## config.mk

```make
export PLATFORM = sky130hd
export DESIGN_NAME = wb_stage
export DESIGN_NICKNAME = d
export VERILOG_FILES = /design/src/rtl/mips32_wb_pkg.sv /design/src/rtl/wb_load_align.sv /design/src/rtl/wb_stage.sv
export SDC_FILE = /design/constraint.sdc
export NUM_CORES = 1
export LEC_CHECK = 0
export CAP_MARGIN = 20
export CORE_AREA = 10 10 126 128
export DETAILED_ROUTE_END_ITERATION = 16
export DIE_AREA = 0 0 136 138
export PLACE_DENSITY_LB_ADDON = 0.25
export SLEW_MARGIN = 20
export SYNTH_ARGS = -nofsm -noshare
export SYNTH_HDL_FRONTEND = slang
export SYNTH_HIERARCHICAL = 1
export SYNTH_SLANG_ARGS = --single-unit
```

## constraint.sdc

```tcl
create_clock -name clk -period 6.22 [get_ports clk]
set_input_delay 0.622 -clock clk [delete_from_list [all_inputs] [get_ports clk]]
set_output_delay 0.622 -clock clk [all_outputs]
set_load 0.01 [all_outputs]
```

## src/rtl/mips32_wb_pkg.sv

```systemverilog
// mips32_wb_pkg
// Shared types and constants for the mips32 writeback stage:
//   - wb_state_e : load-wait FSM states (RUN, WAIT_LOAD)
//   - DRE_*      : byte-lane enable codes recognised by the load aligner
//   - ext_half / ext_byte : sign/zero extension helpers
package mips32_wb_pkg;

  typedef enum logic {
    RUN       = 1'b0,
    WAIT_LOAD = 1'b1
  } wb_state_e;

  localparam logic [3:0] DRE_WORD = 4'b1111;
  localparam logic [3:0] DRE_H0   = 4'b0011;
  localparam logic [3:0] DRE_H1   = 4'b1100;
  localparam logic [3:0] DRE_B0   = 4'b0001;
  localparam logic [3:0] DRE_B1   = 4'b0010;
  localparam logic [3:0] DRE_B2   = 4'b0100;
  localparam logic [3:0] DRE_B3   = 4'b1000;

  // Extend a halfword to 32 bits; sext selects sign vs zero extension.
  function automatic logic [31:0] ext_half(input logic [15:0] h, input logic sext);
    return {{16{sext & h[15]}}, h};
  endfunction

  // Extend a byte to 32 bits; sext selects sign vs zero extension.
  function automatic logic [31:0] ext_byte(input logic [7:0] b, input logic sext);
    return {{24{sext & b[7]}}, b};
  endfunction

endpackage

```

## src/rtl/wb_load_align.sv

```systemverilog
// wb_load_align
// Purely combinational load-data aligner. Picks the word, halfword or byte
// addressed by the lane enables out of the data-memory read word, moves it
// to bit 0 and extends it.
// Ports:
//   rdata_i [31:0] data-memory read word
//   dre_i   [3:0]  byte-lane enables (lane 0 = bits 7:0)
//   sext_i         1 = sign-extend, 0 = zero-extend
//   data_o  [31:0] aligned, extended load result
module wb_load_align
  import mips32_wb_pkg::*;
(
  input  logic [31:0] rdata_i,
  input  logic [3:0]  dre_i,
  input  logic        sext_i,
  output logic [31:0] data_o
);

  // Lane select; unrecognised enable patterns fall back to a full word.
  always_comb begin
    data_o = rdata_i;
    case (dre_i)
      DRE_WORD: data_o = rdata_i;
      DRE_H0:   data_o = ext_half(rdata_i[15:0], sext_i);
      DRE_H1:   data_o = ext_half(rdata_i[31:16], sext_i);
      DRE_B0:   data_o = ext_byte(rdata_i[7:0], sext_i);
      DRE_B1:   data_o = ext_byte(rdata_i[15:8], sext_i);
      DRE_B2:   data_o = ext_byte(rdata_i[23:16], sext_i);
      DRE_B3:   data_o = ext_byte(rdata_i[31:24], sext_i);
      default:  data_o = rdata_i;
    endcase
  end

endmodule

```

## src/rtl/wb_stage.sv

```systemverilog
// wb_stage
// Writeback stage of the mips32 pipeline. Selects GPR write data (ALU result
// or aligned load data), owns HI/LO, forwards CP0 writes and stalls the
// pipeline while a load response from data memory is outstanding.
// Ports:
//   clk, rst                     clock, async active-high reset
//   wb_*                         MEM/WB register contents
//   dm_rdata, dm_rvalid          data-memory read response
//   rf_we, rf_wa, rf_wd          GPR write port (sampled by the RF next edge)
//   hi_o, lo_o                   HI/LO read values, bypassing a pending write
//   cp0_we, cp0_waddr, cp0_wdata CP0 write port
//   wb_stall                     freeze IF..MEM/WB while a load is late
//   load_wait_cnt                saturating count of load stall cycles
module wb_stage
  import mips32_wb_pkg::*;
#(
  parameter int WAIT_CNT_W = 16
) (
  input  logic                  clk,
  input  logic                  rst,
  input  logic [31:0]           wb_dreg,
  input  logic [4:0]            wb_wa,
  input  logic                  wb_wreg,
  input  logic                  wb_mreg,
  input  logic [3:0]            wb_dre,
  input  logic                  wb_sext,
  input  logic                  wb_whilo,
  input  logic [63:0]           wb_hilo,
  input  logic                  wb_cp0_we,
  input  logic [4:0]            wb_cp0_waddr,
  input  logic [31:0]           wb_cp0_wdata,
  input  logic [31:0]           dm_rdata,
  input  logic                  dm_rvalid,
  output logic                  rf_we,
  output logic [4:0]            rf_wa,
  output logic [31:0]           rf_wd,
  output logic [31:0]           hi_o,
  output logic [31:0]           lo_o,
  output logic                  cp0_we,
  output logic [4:0]            cp0_waddr,
  output logic [31:0]           cp0_wdata,
  output logic                  wb_stall,
  output logic [WAIT_CNT_W-1:0] load_wait_cnt
);

  wb_state_e             state_q, state_d;
  logic                  stall;
  logic [31:0]           load_data;
  logic [31:0]           hi_q, lo_q;
  logic [WAIT_CNT_W-1:0] cnt_q, cnt_d;

  wb_load_align u_align (
    .rdata_i (dm_rdata),
    .dre_i   (wb_dre),
    .sext_i  (wb_sext),
    .data_o  (load_data)
  );

  // Load-wait next state and stall. Stall is unregistered so a late response
  // freezes the pipeline in the very cycle it is found missing.
  always_comb begin
    state_d = state_q;
    stall   = 1'b0;
    case (state_q)
      RUN: begin
        if (wb_mreg && !dm_rvalid) begin
          stall   = 1'b1;
          state_d = WAIT_LOAD;
        end else begin
          stall   = 1'b0;
          state_d = RUN;
        end
      end
      WAIT_LOAD: begin
        if (dm_rvalid) begin
          stall   = 1'b0;
          state_d = RUN;
        end else begin
          stall   = 1'b1;
          state_d = WAIT_LOAD;
        end
      end
      default: begin
        stall   = 1'b0;
        state_d = RUN;
      end
    endcase
  end

  // Stall-cycle counter next value, holding at all-ones once saturated.
  always_comb begin
    cnt_d = cnt_q;
    if (stall && (cnt_q != {WAIT_CNT_W{1'b1}})) begin
      cnt_d = cnt_q + {{(WAIT_CNT_W-1){1'b0}}, 1'b1};
    end else begin
      cnt_d = cnt_q;
    end
  end

  // FSM state register; reset discards any pending load.
  always_ff @(posedge clk or posedge rst) begin
    if (rst) begin
      state_q <= RUN;
    end else begin
      state_q <= state_d;
    end
  end

  // HI/LO registers; a write seen while stalled is replayed when the stall drops.
  always_ff @(posedge clk or posedge rst) begin
    if (rst) begin
      hi_q <= 32'h0000_0000;
      lo_q <= 32'h0000_0000;
    end else if (wb_whilo && !stall) begin
      hi_q <= wb_hilo[63:32];
      lo_q <= wb_hilo[31:0];
    end
  end

  // Load-wait statistics counter.
  always_ff @(posedge clk or posedge rst) begin
    if (rst) begin
      cnt_q <= {WAIT_CNT_W{1'b0}};
    end else begin
      cnt_q <= cnt_d;
    end
  end

  assign wb_stall      = stall;
  assign rf_we         = wb_wreg & ~stall;
  assign rf_wa         = wb_wa;
  // MEM/WB is frozen during WAIT_LOAD, so wb_mreg alone would do; the state
  // term keeps the load path selected even if a bubble sneaks in.
  assign rf_wd         = (wb_mreg || (state_q == WAIT_LOAD)) ? load_data : wb_dreg;
  assign hi_o          = wb_whilo ? wb_hilo[63:32] : hi_q;
  assign lo_o          = wb_whilo ? wb_hilo[31:0]  : lo_q;
  assign cp0_we        = wb_cp0_we & ~stall;
  assign cp0_waddr     = wb_cp0_waddr;
  assign cp0_wdata     = wb_cp0_wdata;
  assign load_wait_cnt = cnt_q;

endmodule
```

Yosys cells after proc, flatten, opt, wreduce, memory -nomap -nowiden
Cells that the tools add are included.
- output and inout bits: 157
- logic and storage cells: 33
- input bits: 182
- register bits: 81
- add/sub/neg operators: 1
- mux-type cells: 7
- bitwise operators: 8
- equality and inequality tests: 7
- reduce and logical (&&, ||, !) cells: 6
- operators by type and width (kind ; number):
    $pmux W32 S6 ; 1
    $mux W32 ; 3
    $add A16 B1 Y16 const B ; 1
    $ne A16 B16 Y1 const B ; 1
    $eq A4 B2 Y1 const B ; 2
    $eq A4 B4 Y1 const B ; 2
    $and A1 B1 Y1 ; 6
    $eq A4 B1 Y1 const B ; 1
    $eq A4 B3 Y1 const B ; 1
    $logic_and A1 B1 Y1 ; 3
    $logic_not A1 Y1 ; 2
    $mux W1 ; 2
    $not A1 Y1 ; 2
    $pmux W1 S2 ; 1
    $logic_or A1 B1 Y1 ; 1

Logic depth before layout (Yosys ltp)
Gate-level depths: netlist (run 1).
- depth in word-level cells: 6
- depth in mapped cells: 8
- gate-level depth less buffers: 5

Cells and area by module
Netlist (run 1), hierarchy kept.
- modules (own cells, without submodules) (module ; instances ; seq. area each (um2) ; area each (um2) ; cells an instance):
    wb_stage ; 1 ; 2026.9 ; 4609.4 ; 358
    wb_load_align ; 1 ; 0.0 ; 623.1 ; 97

Worst setup path before layout (run 1)
OpenSTA, ideal clock, no wires.
- kind: input -> output
- start: input wb_dre[2]
- end: output rf_wd[10]
- buffers on the path: 2
- data required time: 5598 ps
- path slack: 3499 ps
- arrival time: 2099 ps
- stages: 7
- cells stage by stage: buf_4 -> o21ai_0 -> or3b_1 -> buf_6 -> a21boi_4 -> a221o_1 -> mux2_2
- word-level cells in the longest chain between the ends: 3
- elaborated cells between the ends (all ways): 8
- those cells by class: eq/ne (6); mux (2)
- ends and longest elaborated chain (element ; line ; RTL):
    from (decl) ; wb_stage.sv:25 ; input logic [3:0] wb_dre,
    $eq A4 B4 Y1, or another cell as far along ; wb_load_align.sv:22 ; case (dre_i)
    $pmux W32 S6 (*) ; wb_load_align.sv:22 ;
    net load_data[10] ; wb_stage.sv:48 ; logic [31:0] load_data;
    $mux W32 (*) ; wb_stage.sv:134 ; assign rf_wd = (wb_mreg || (state_q == WAIT_LOAD)) ? load_data : wb_dreg;
    to (decl) ; wb_stage.sv:36 ; output logic [31:0] rf_wd,
The timed path passes the listed nets; every way through them passes the cells marked *.

Final worst setup path (run 1)
- start: input wb_dre[0]
- end: output rf_wd[12]
Same word-level chain as after synthesis.

==> results of run 1 <==
-- path summary, 6_finish.rpt --
path	start	endpoint	slack, ns	cells after the start
max	wb_dre[0]	rf_wd[12]	2.13	7
min	hi_q[22]	hi_q[22]	0.50	1
max reg2reg	state_q	hi_q[10]	4.10	4
min reg2reg	hi_q[22]	hi_q[22]	0.50	1
max in group asynchronous	rst	load_wait_cnt[0]	4.52	3
min in group asynchronous	rst	lo_q[4]	0.58	2
-- power groups by stage --
| stage | clock network, mW | registers [mW] | logic [mW] |
|---|---|---|---|
| floorplan | 0 | 0.677 | 0.320 |
| global route | 0.525 | 0.688 | 0.702 |
| global placement | 0 | 0.678 | 0.648 |
| detailed placement | 0 | 0.685 | 0.657 |
| finish | 0.486 | 0.675 | 0.652 |
| CTS | 0.501 | 0.676 | 0.664 |
-- cell type report --
type | instances | area [sq um]
Multi-Input combinational cell | 303 | 2750
Tap cell | 180 | 225
Clock inverter | 3 | 17.5
Sequential cell | 81 | 2030
Clock buffer | 11 | 253
Fill cell | 1184 | 5640
Inverter | 2 | 8.76
Timing Repair Buffer | 260 | 2580
Antenna cell | 1 | 2.50
-- cell usage after synthesis --
master,count
a21boi_4,1
a21oi_1,1
a221o_1,8
a22oi_1,16
a31oi_1,3
a32o_1,1
and2_1,3
and3_1,4
and3b_1,2
and4b_1,1
buf_1,2
buf_2,9
buf_4,44
buf_6,3
clkbuf_1,11
dfrtp_1,81
ha_1,1
inv_1,2
mux2_2,161
nand2_1,37
nand3_1,6
nand3b_1,1
nand4_1,5
nand4_2,1
nor2_1,7
nor2b_1,2
nor3_1,3
nor3_2,1
nor4_1,2
nor4_2,1
nor4b_4,1
nor4bb_1,2
o21ai_0,11
o21bai_1,1
o22ai_1,1
or3_1,1
or3_4,1
or3b_1,2
or3b_2,1
or4bb_1,1
xnor2_1,5
xor2_1,8
-- cell families after synthesis --
| group | count (synthesis) | share of synthesized area [%] |
|---|---|---|
| AND/OR/NAND/NOR | 85 | 9.16 |
| XOR/XNOR | 13 | 2.18 |
| multiplexers | 161 | 34.6 |
| AO/OA/AOI/OAI | 43 | 6.15 |
| buffers and inverters | 71 | 8.90 |
| adder cells (fa/ha/maj) | 1 | 0.239 |
| flip-flops | 81 | 38.7 |
-- layer usage --
layer / routed length [um] / up-vias
met5: 0 / -
met4: 541 / 0
met3: 2250 / 44
met2: 9810 / 215
met1: 6060 / 2170
li1: - / 2018
-- per-stage QoR --
stage	hold slack, ns	area (sq um)	worst slack (ns)	utilization [%]
floorplan	0.475	5230	3.50	-
global placement	0.483	7590	2.26	56.2
detailed placement	0.490	7590	2.19	56.2
CTS	0.503	7870	2.18	58.2
global route	0.521	7870	1.96	58.3
finish	0.499	7870	2.13	58.3
-- flip-flops by register name (all words and copies together) (netlist names) --
name	flops
state_q	1
load_wait_cnt	16
hi_q	32
lo_q	32
==> results list, run 1 <==
* Fraction of power consumed by sequential logic: between 30 and 40%
- Share of cells above drive strength 1: 29.2%
- Total routing usage reported by global routing: approximately a fifth
- At the worst endpoint, the required time is 5.60 ns.
- The clock arrives with 0.00493 ns of skew.
- After detailed routing, the total wire length is about 19,000 um.
- The final critical path takes up 65.8% of the cycle.
- Maximum number of pins on one net before global-route repair: 66
* Initial antenna violation count: 1
* FMAX: 244 MHz
* NumNets Final: between 800 and 900
- M1 GR Usage: 17.7%
- Final number of max-transition violations: 0
- In this run the worst hold path is classified as reg -> reg.
* CP max stage cell: clkdlybuf4s50_1
- Clock root buffer master: clkbuf_16
* Commonest non-fill, non-tap cells in the layout: clkdlybuf4s50_1 (253), mux2_2 (161), dfrtp_1 (81)
* Fraction of synthesized cell area taken by the top area cell type: about two fifths
* Peak supply drop: 163 uV
- Crit path DAT: 3.47 ns
* Die extent in y: 138 um
* Final GP Congestion: 0.929
* Critical path buffers and inverters: 2
- Area growth from synthesis to layout: 50.4%
- Switching share of total power: 28.4%
- Total power: 1.81 mW
- GRT met2 Usage: 34.7%
- Per-instance average area after synthesis: 11.5 sq um
* Most Used Layer, Global Route: met2
* Sum Neg Setup Slack: 0 ns
- In the synthesized netlist, the number of instances is 455.
* CP Capture Type: output pin
- The detail route stage leaves a number of antenna-violating nets equal to 0.
- For this run the aggregate overflow at the end of global routing stands at 0.
- The hold violation total from the final report came to 0.
- The number of global-route vias before repair was 4,895.
* Number of cells upsized or downsized after cts: 0
- Standard-cell rows: 43
* Cell chain of the critical path: clkdlybuf4s50_1 > nor4b_4 > a32o_1 > nand3b_1 > a221o_1 > mux2_2 > clkdlybuf4s50_1
* Number of warnings printed during yosys synthesis: 6
- Die width: approximately 140 um
- The count of buffers added on input and output ports is 254.
- TritonCTS clock tree: done
- Power dissipated by switching net loads: 0.515 mW
* Worst-path fanout max: 16
- CTS Buf Count: 9
* Post-route DRC violation count: 0
- Setup repair after global routing missed its margin: no
- Post-Syn Nets: about 640
- Clock share of power: 26.8%
* Count of cell types in the netlist: 42
- Setup violations remaining at the end of the flow were counted as 0.
- The clock passes through at most 2 buffers.
* Most frequent standard cell in the layout excluding fill and tap cells: clkdlybuf4s50_1
- Once the floorplan was initialized, standard cells occupied 38.7% of the core.
* Post-CTS Setup Bufs: 0
* WL/cell: 22.2 um
- Flip-flop and latch count after synthesis: 81
- Area of the mapped netlist: 5230 sq um
- Source-to-sink clock delay at the later pin of the worst-skew pair: 0.33 ns
- The biggest area contributor in the post-synthesis netlist is dfrtp_1.
- Run status: complete, no violations
- Sequential fraction of the synthesis area: 38.7%
- Hold repair after CTS inserted 0 buffers.
- Max-Cap Viols: 0
- Crit-path most repeated cell: clkdlybuf4s50_1
- Grt met3 use: 9.64%
- Headroom to the max-slew limit came out at about 41%.
- STA classifies the critical path startpoint as a primary input.
- Fin cells: 841
- In this run the static leakage power is ~3.2 nW.
- On the worst path, the slowest cell contributes a delay of 0.72 ns.
* Actual slew at the worst max-slew pin: slightly below 0.9 ns
- Number of detailed-routing iterations run before antenna repair: 4
* Starting DRT DRC Count: 179
* Power Internal: ~1.3 mW
* Cell family with most CP delay: buffers and inverters
- The worst path in the final design needs a cycle of 4.09 ns, including I/O delays and setup.
- Critical Setup Path Class: in -> out
- Vias: around 4,400
- Dividing total power by cell area gives a power density of roughly 230 nW/um^2.
- Clock slew seen by the registers of the worst setup and hold paths: 0.06 ns
- In this run, the combinational gates consume 35.9% of the power.
* Ranking of synthesized cells by area: dfrtp_1 (39%), mux2_2 (35%), buf_4 (6.3%)
* Die area: between 15,000 and 20,000 sq um
* I/O pin count: between 300 and 400
- Summed over all nets, the half-perimeter wirelength after detailed placement is around 15,000 um.
- The clock tree synthesis step divided the H-tree into 3 levels.
* Vias per inst: 5.29
- Core ar.: 13,500 sq um
- The tree built by TritonCTS fans out to between 80 and 90 sinks.
- Global-route wire length before repair: approximately 28,000 um
* Number of cells after detailed placement: slightly above 800
No activity file was read; power rests on OpenSTA's default activity.
==> inputs of run 2 (changes only) <==
--- a/config.mk
+++ b/config.mk
@@ -6,9 +6,9 @@
 export NUM_CORES = 1
 export LEC_CHECK = 0
 export CAP_MARGIN = 20
-export CORE_AREA = 10 10 126 128
+export CORE_AREA = 10 10 137 139
 export DETAILED_ROUTE_END_ITERATION = 16
-export DIE_AREA = 0 0 136 138
+export DIE_AREA = 0 0 147 149
 export PLACE_DENSITY_LB_ADDON = 0.25
 export SLEW_MARGIN = 20
 export SYNTH_ARGS = -nofsm -noshare
==> constraint.sdc (replaced) <==
create_clock -name clk -period 3.7 [get_ports clk]
set_input_delay 0.37 -clock clk [delete_from_list [all_inputs] [get_ports clk]]
set_output_delay 0.37 -clock clk [all_outputs]
set_load 0.01 [all_outputs]
==> results list, run 2 (synthesized netlist as in run 1, its figures left out) <==
* Die width: 147 um (was 136 um)
* Worst hold slack: 0.500 ns (was 0.499 ns)
- The worst path in the final design needs a cycle of 3.31 ns, including I/O delays and setup.
- The capture point of the worst reg-to-reg path is lo_q[24] (was hi_q[10]).
* Max_slew headroom: 45.9% (was 41.3%)
- The maximum single-stage delay on the critical path came to 0.59 ns (was 0.72 ns).
- The die footprint is 21,900 sq um (was 18,800 sq um).
- The number of nets in the layout was 846 (was 840).
- Commonest non-fill, non-tap cells in the layout: clkdlybuf4s50_1 (253), mux2_2 (161), dfrtp_1 (81) (unchanged).
- Source-to-sink clock delay at the later pin of the worst-skew pair: 0.34 ns (was 0.33 ns)
- Standard-cell rows: 47 (was 43)
* Launching element type of the critical path: primary input (unchanged)
* Depth of the CTS H-tree: 3 (unchanged)
* Die extent in y: 149 um (was 138 um)
* Total area of multi-input combinational cells: 2750 sq um (unchanged)
* Post-placement setup slack: 0.414 ns (was 2.19 ns)
- Power per cell area: 400 nW/um^2 (was 230 nW/um^2)
- The starting DRC count in detailed routing came to 112 (was 179).
- The average wire per cell in the routed design is 20.1 um (was 22.2 um).
* Total leakage power: 3.25 nW (was 3.20 nW)
* Fraction of the cycle the final worst path needs: 89.3%
- Via count of the first global-routing pass: 4,803 (was 4,895)
- The detailed-route via count came to 4,430 (was 4,447).
- Final number of max-transition violations: 0 (unchanged)
* Clock root buffer master: clkbuf_16 (unchanged)
- The total setup violations reported at the end of the flow was 0 (unchanged).
* Global-route wire length before repair: 27,200 um (was 28,300 um)
* Register-to-register setup slack: 1.65 ns (was 4.10 ns)
- Setup repair after global routing missed its margin: no (unchanged)
* Actual slew at the worst max-slew pin: 0.812 ns (was 0.879 ns)
* Cell chain of the critical path: clkdlybuf4s50_1 > o21ai_0 > or3b_1 > buf_4 > a22oi_1 > o21ai_0 > mux2_2 > clkdlybuf4s50_1 (was clkdlybuf4s50_1 > nor4b_4 > a32o_1 > nand3b_1 > a221o_1 > mux2_2 > clkdlybuf4s50_1)
* Critical Setup Path Class: in -> out (unchanged)
- The signed area change from the synthesized netlist to the final layout was 53.4% (was 50.4%).
- The number of primary I/O pins came to 339 (unchanged).
- Crit path DAT: 2.94 ns (was 3.47 ns)
- Number of cells upsized or downsized after cts: 0 (unchanged)
* Sequential cell area: 2030 sq um (unchanged)
- Static timing analysis puts the maximum clock frequency at 303 MHz.
- Run status: complete, no violations (unchanged).
* HPWL after DPL: 14,000 um (was 14,800 um)
- The number of buffers inserted for hold repair after clock tree synthesis is 0 (unchanged).
* Number of hold-slack violations in the final timing report: 0 (unchanged)
* Post-Route Skew: 0.00619 ns (was 0.00493 ns)
- Number of detailed-routing iterations run before antenna repair: 4 (unchanged)
* Most frequent standard cell in the layout excluding fill and tap cells: clkdlybuf4s50_1 (unchanged)
* Worst flop-to-flop path startpoint: state_q (unchanged)
- The maximum number of pins on one net before global-route repair was 66 (unchanged).
* Share of cells above drive strength 1: 30.1% (was 29.2%)
- The summed negative setup slack over all endpoints is 0 ns (unchanged).
- Post-CTS Setup Bufs: 0 (unchanged)
* Number of buffers between clock root and the deepest sink: 2 (unchanged)
- The endpoint type of the worst setup path is an output pin (unchanged).
* CP max stage cell: clkdlybuf4s50_1 (unchanged)
- Clock slew seen by the registers of the worst setup and hold paths: 0.07 ns (was 0.06 ns)
* CTS Buf Count: 9 (unchanged)
* # fillers: 1,437 (was 1,184)
- Post-route DRC violation count: 0 (unchanged)
- The total wire length came to 17,800 um (was 18,700 um).
- Required time worst endpoint: 3.33 ns (was 5.60 ns)
- The CTS tree is done (unchanged).
- Number of antenna diodes: 0 (was 1)
- The maximum fanout encountered on the critical timing path is 9 (was 16).
- Vias per inst: 4.99 (was 5.29)
* Cell family with most CP delay: buffers and inverters (unchanged)
- Port Buf Inserts: 254 (unchanged)
- Initial antenna violation count: 1 (unchanged)
- Overall overflow remaining after global route: 0 (unchanged)
- The path depth of the worst reg2reg path was 5 (was 4).
* Launching element of the worst setup path: wb_dre[2] (was wb_dre[0])
- Worst hold-check path type: in -> async (was reg -> reg)
- Number of antenna-violating nets in the routed design: 0 (unchanged)
- Peak supply drop: 236 uV (was 163 uV)
- Max-Cap Viols: 0 (unchanged)
- The end-of-flow core utilization is 49.6% (was 58.3%).
- The standard cell core area was 16,200 sq um (was 13,500 sq um).
* Final GP Congestion: 0.893 (was 0.929)
- The number of buffers and inverters on the critical path is 3 (was 2).
- The clock net sink count came to 81 (unchanged).
- The setup slack after layout was 0.395 ns (was 2.13 ns).
* Initial Utilization: 32.4% (was 38.7%)
- Total routing usage reported by global routing: 15.4% (was 19.2%)
## run 2: metal layers
metal | vias to the layer above | global-route usage (%) | wire (um) | share of wire (%)
met5 | - | 0 | 13 | 0.073
met3 | 34 | 7.43 | 2070 | 12
met4 | 2 | 5.55 | 282 | 1.6
met1 | 2123 | 17.0 | 7080 | 40
met2 | 244 | 25.3 | 8370 | 47
li1 | 2027 | - | - | -
## run 2: through the flow
stage | std cells | instance area [sq um] | total power, mW
5_1_grt | 888 | 8030 | 3.38
3_5_place_dp | 872 | 7700 | 2.26
6_report | 888 | 8030 | 3.21
2_1_floorplan | 455 | 5230 | 1.67
3_3_place_gp | 872 | 7700 | 2.23
4_1_cts | 888 | 8030 | 3.26
## run 2: worst max path at each step
stage,end,depth (start not counted)
after floorplan,hi_q[0],1
after global placement,rf_wd[10],7
after detailed placement,rf_wd[10],7
after CTS,rf_wd[10],7
after global routing,rf_wd[1],8
final,rf_wd[5],8
## run 2: power by group
group          switching, mW  internal (mW)
sequential             0.106           1.03
clock                  0.388          0.597
combinational          0.418          0.678
## run 2: cell type report
type | count | area share, %
clock buffer | 9 | 2.81
clock inverter | 7 | 1.26
timing repair buffer | 266 | 32.9
multi-input combinational | 303 | 34.3
inverter | 2 | 0.109
tap | 220 | 3.43
sequential | 81 | 25.2
==> edit 1 (flow settings as in run 2) <==
Set the parameter `WAIT_CNT_W` to 24 (it was 16).
--- a/src/rtl/wb_stage.sv
+++ b/src/rtl/wb_stage.sv
@@ -15,5 +15,5 @@
   import mips32_wb_pkg::*;
 #(
-  parameter int WAIT_CNT_W = 16
+  parameter int WAIT_CNT_W = 24
 ) (
   input  logic                  clk,
Interface: changed (resized load_wait_cnt); port bits go from 339 to 347. The function was not compared with the original's and may differ.
==> edit 1 against run 2 <==
  * Area after synthesis increased by 7.6%
  * Final area increased by 5.7%
  * Critical path type unchanged
  * Count of clock-buffer cells in the layout increased by 1
  * Sequential cell count increased by 8
  * First-iteration DRC count increased by 70%
  * Die area unchanged
  * Fmax decreased by 2.7%
  * Worst setup slack got worse by 0.092 ns
  * Via count increased by 7.8%
  * Routed wire length increased by 8.1%
  * Power increased by 1.5%
==> edit 1: results (changes against run 2) <==
worst_ep_arrival_time_ns: 3.03  # +0.09 ns
rrSetupSlack_ns: 1.52  # -0.13 ns
worstSetupEndpoint: "rf_wd[13]"
startpoint: "wb_dre[1]"
grt_pass1_vias: 5227  # +8.8%
vdd_ir_drop_max_mv: 0.206  # -13%
met3_length_um: 2290  # +10%
synth-seq-area-share: 0.395  # +0.00809
critPathMaxStageDelay_ns: 0.69  # +0.10 ns
vias_per_cell: 5.11  # +2.5%
post_drt_wl_per_cell_um: 20.6  # +2.8%
routed.top_layer: "met4"
wl_met2_um: 9290  # +11%
multi_input_area_um2: 2960  # +7.5%
met1_length_um: 7190  # +1.6%
dpl_cell_area_um2: 8170  # +6.0%
power.leakage_uw: 0.00346  # +6.6%
netlist_top_cells_area: "dfrtp_1, mux2_2, buf_4"
rr_worst_depth: 6  # +1
grt.met1_usage: 0.176  # +0.00614
synth.mux.area_fraction: 0.325  # -0.0219
grt_usage: 0.169  # +0.0152
final.fill_count: 1392  # -3.1%
seq_power_uw: 1200  # +6%
hold_ws_ns: 0.296  # -0.203 ns
portBuffers: 262  # +3.1%
synth_compound_area_frac: 0.0624  # +0.000977
status: "complete, no violations"
synthXorXnorAreaFrac: 0.0311  # +0.00934
fin_nets: 891  # +5.3%
dp_hpwl_um: 15400  # +9.9%
r2r_end: "load_wait_cnt[18]"
synth_nets: 678  # +6.3%
yosysUniqueCellTypes: 46  # +9.5%
drtIter0Drc: 190  # +70%
edit 1: cell count changes in the layout (fill, tap and decap cells not counted), moves of 4 or more:
cell	before	now
clkdlybuf4s50_1	253	261
dfrtp_1	81	89
nand2_1	36	47
nand4_1	5	10
nor2_1	6	10
xor2_1	8	13
edit 1: final cells by class:
cell class	instances	share of cell area
Multi-Input combinational cell	335	0.348
Timing Repair Buffer	271	0.318
Sequential cell	89	0.262
Tap cell	220	0.0324
Clock buffer	10	0.0270
Clock inverter	6	0.0106
Inverter	2	0.00103
Antenna cell	1	0.000295
edit 1: through the flow:
step / cells / power [uW] / worst slack [ns]
floorplan: 495 / 1750 / 1.02
global placement: 917 / 2280 / 0.394
global route: 933 / 3440 / 0.210
detailed placement: 917 / 2310 / 0.309
CTS: 933 / 3310 / 0.311
finish: 934 / 3260 / 0.302
edit 1: worst reg2reg max path: stages, from the launching register on:
cell and delay (ns):
dfrtp_1 0.43, ha_1 0.23, nand4_1 0.32, nor3_2 0.50, and3_1 0.28, and3_1 0.19
xor2_1 0.16
==> edit 2 (config.mk and constraints of run 2) <==
Without the edit above. Make the reset (`rst`) synchronous in 3 clocked blocks. Comments in the files are not updated.
--- a/src/rtl/wb_stage.sv
+++ b/src/rtl/wb_stage.sv
@@ -99,5 +99,5 @@
 
   // FSM state register; reset discards any pending load.
-  always_ff @(posedge clk or posedge rst) begin
+  always_ff @(posedge clk) begin
     if (rst) begin
       state_q <= RUN;
@@ -108,5 +108,5 @@
 
   // HI/LO registers; a write seen while stalled is replayed when the stall drops.
-  always_ff @(posedge clk or posedge rst) begin
+  always_ff @(posedge clk) begin
     if (rst) begin
       hi_q <= 32'h0000_0000;
@@ -119,5 +119,5 @@
 
   // Load-wait statistics counter.
-  always_ff @(posedge clk or posedge rst) begin
+  always_ff @(posedge clk) begin
     if (rst) begin
       cnt_q <= {WAIT_CNT_W{1'b0}};
Check against the original RTL: differs if rst is asserted again (counterexample within 4 cycles, from zero or initial values and one cycle with rst high); with rst held inactive, the same outputs for 10 cycles.
==> edit 2 against run 2 <==
  * Sequential cell count is the same
  * Global-route usage up 1.8 points
  * Critical endpoint is now rf_wd[14]
  * Utilization down 1.3 points
  * Clock power down 11%
  * Count of clock-buffer cells in the layout rose by 1
  * Area after synthesis decreased by 2.3%
  * Clock skew hardly changed
  * Worst setup slack worse by 0.017 ns
  * First-iteration DRC count is 130% higher
  * Routed wire length grew 13%
  * Largest cell class unchanged
  * Power shrank 20%
  * Final area shrank 2.5%
==> edit 2: results (changes against run 2) <==
antenna_found_initial: 1  # unchanged
pg_comb_uw: 765  # -30%
p_sw_uw: 740  # -19%
netlist_top_cells_area: "dfxtp_1, mux2_2, nand2_1"
vias_per_cell: 5.04  # +0.99%
synth-seq-area-share: 0.317  # -0.0703
drt-total-wl_um: 20100  # +13%
final.fill_count: 1573  # +9.5%
async_flop_share: 0  # -1.00
synth_fa_ha_area_frac: 0.00245  # +0.0000556
dpl_cell_area_um2: 7530  # -2.2%
preCtsSetupSlack_ns: 0.406  # -0.00758 ns
synthTopCellsByCount: "nand2_1, mux2_2, dfxtp_1, a21oi_1, buf_4"
grt_pass1_vias: 5145  # +7.1%
routabilityCongestion: 0.920  # +3.0%
worst_ep_arrival_time_ns: 2.95  # about the same
r2r_end: "load_wait_cnt[14]"
hold_class: "reg2reg"
startpoint: "wb_dre[1]"
synth.mux.area_fraction: 0.218  # -0.128
synth_nets: 810  # +27%
hold_ws_ns: 0.453  # -0.0465 ns
grt_max_degree: 67  # +1.5%
yosysUniqueCellTypes: 47  # +12%
vdd_ir_drop_max_mv: 0.248  # +5.2%
grt_usage: 0.171  # +0.0175
dp_hpwl_um: 15400  # +10%
status: "complete, no violations"
tightest_slew_ns: 0.752  # -0.0598 ns
fin_nets: 1003  # +19%
drtIter0Drc: 252  # +130%
rrSetupSlack_ns: 1.78  # +0.13 ns
synth_compound_area_frac: 0.149  # +0.0878
fin_skew_ns: 0.00570  # -0.000492 ns
r2r_start: "load_wait_cnt[0]"
path_clk_slew_ns: 0.06
drive_above_1_share: 0.176  # -0.125
vias: 5270  # +19%
synthXorXnorAreaFrac: 0.00171  # -0.0200
clock_power_share: 0.341  # +0.034
cts_resized: 0  # unchanged
syn_avg_cell_area_um2: 8.16  # -29%
grt_pass1_wl_um: 29800  # +9.6%
power.leakage_uw: 0.00293  # -9.9%
p_per_area_nw_per_um2: 329  # -18%
[edit 2: metal layers]
layer,global-route usage,part of all wire,up-vias
li1,-,-,2531
met1,0.183,0.38,2468
met2,0.290,0.49,219
met3,0.0771,0.099,52
met4,0.0719,0.031,0
met5,0,0,-
[edit 2: area by class of cell]
type | instances | area (um^2) | area share
Clock buffer | 10 | 239 | 0.0305
Clock inverter | 6 | 51.3 | 0.00655
Timing Repair Buffer | 269 | 2660 | 0.340
Inverter | 2 | 7.51 | 0.000959
Antenna cell | 1 | 2.50 | 0.000320
Tap cell | 220 | 275 | 0.0352
Multi-Input combinational cell | 457 | 2970 | 0.380
Sequential cell | 81 | 1620 | 0.207
[edit 2: critical path, cell delays in order]
cell,delay (ns)
clkdlybuf4s50_1,0.59
and4b_1,0.28
a32o_1,0.23
nand3b_1,0.36
a221o_1,0.35
mux2_2,0.28
clkdlybuf4s50_1,0.48
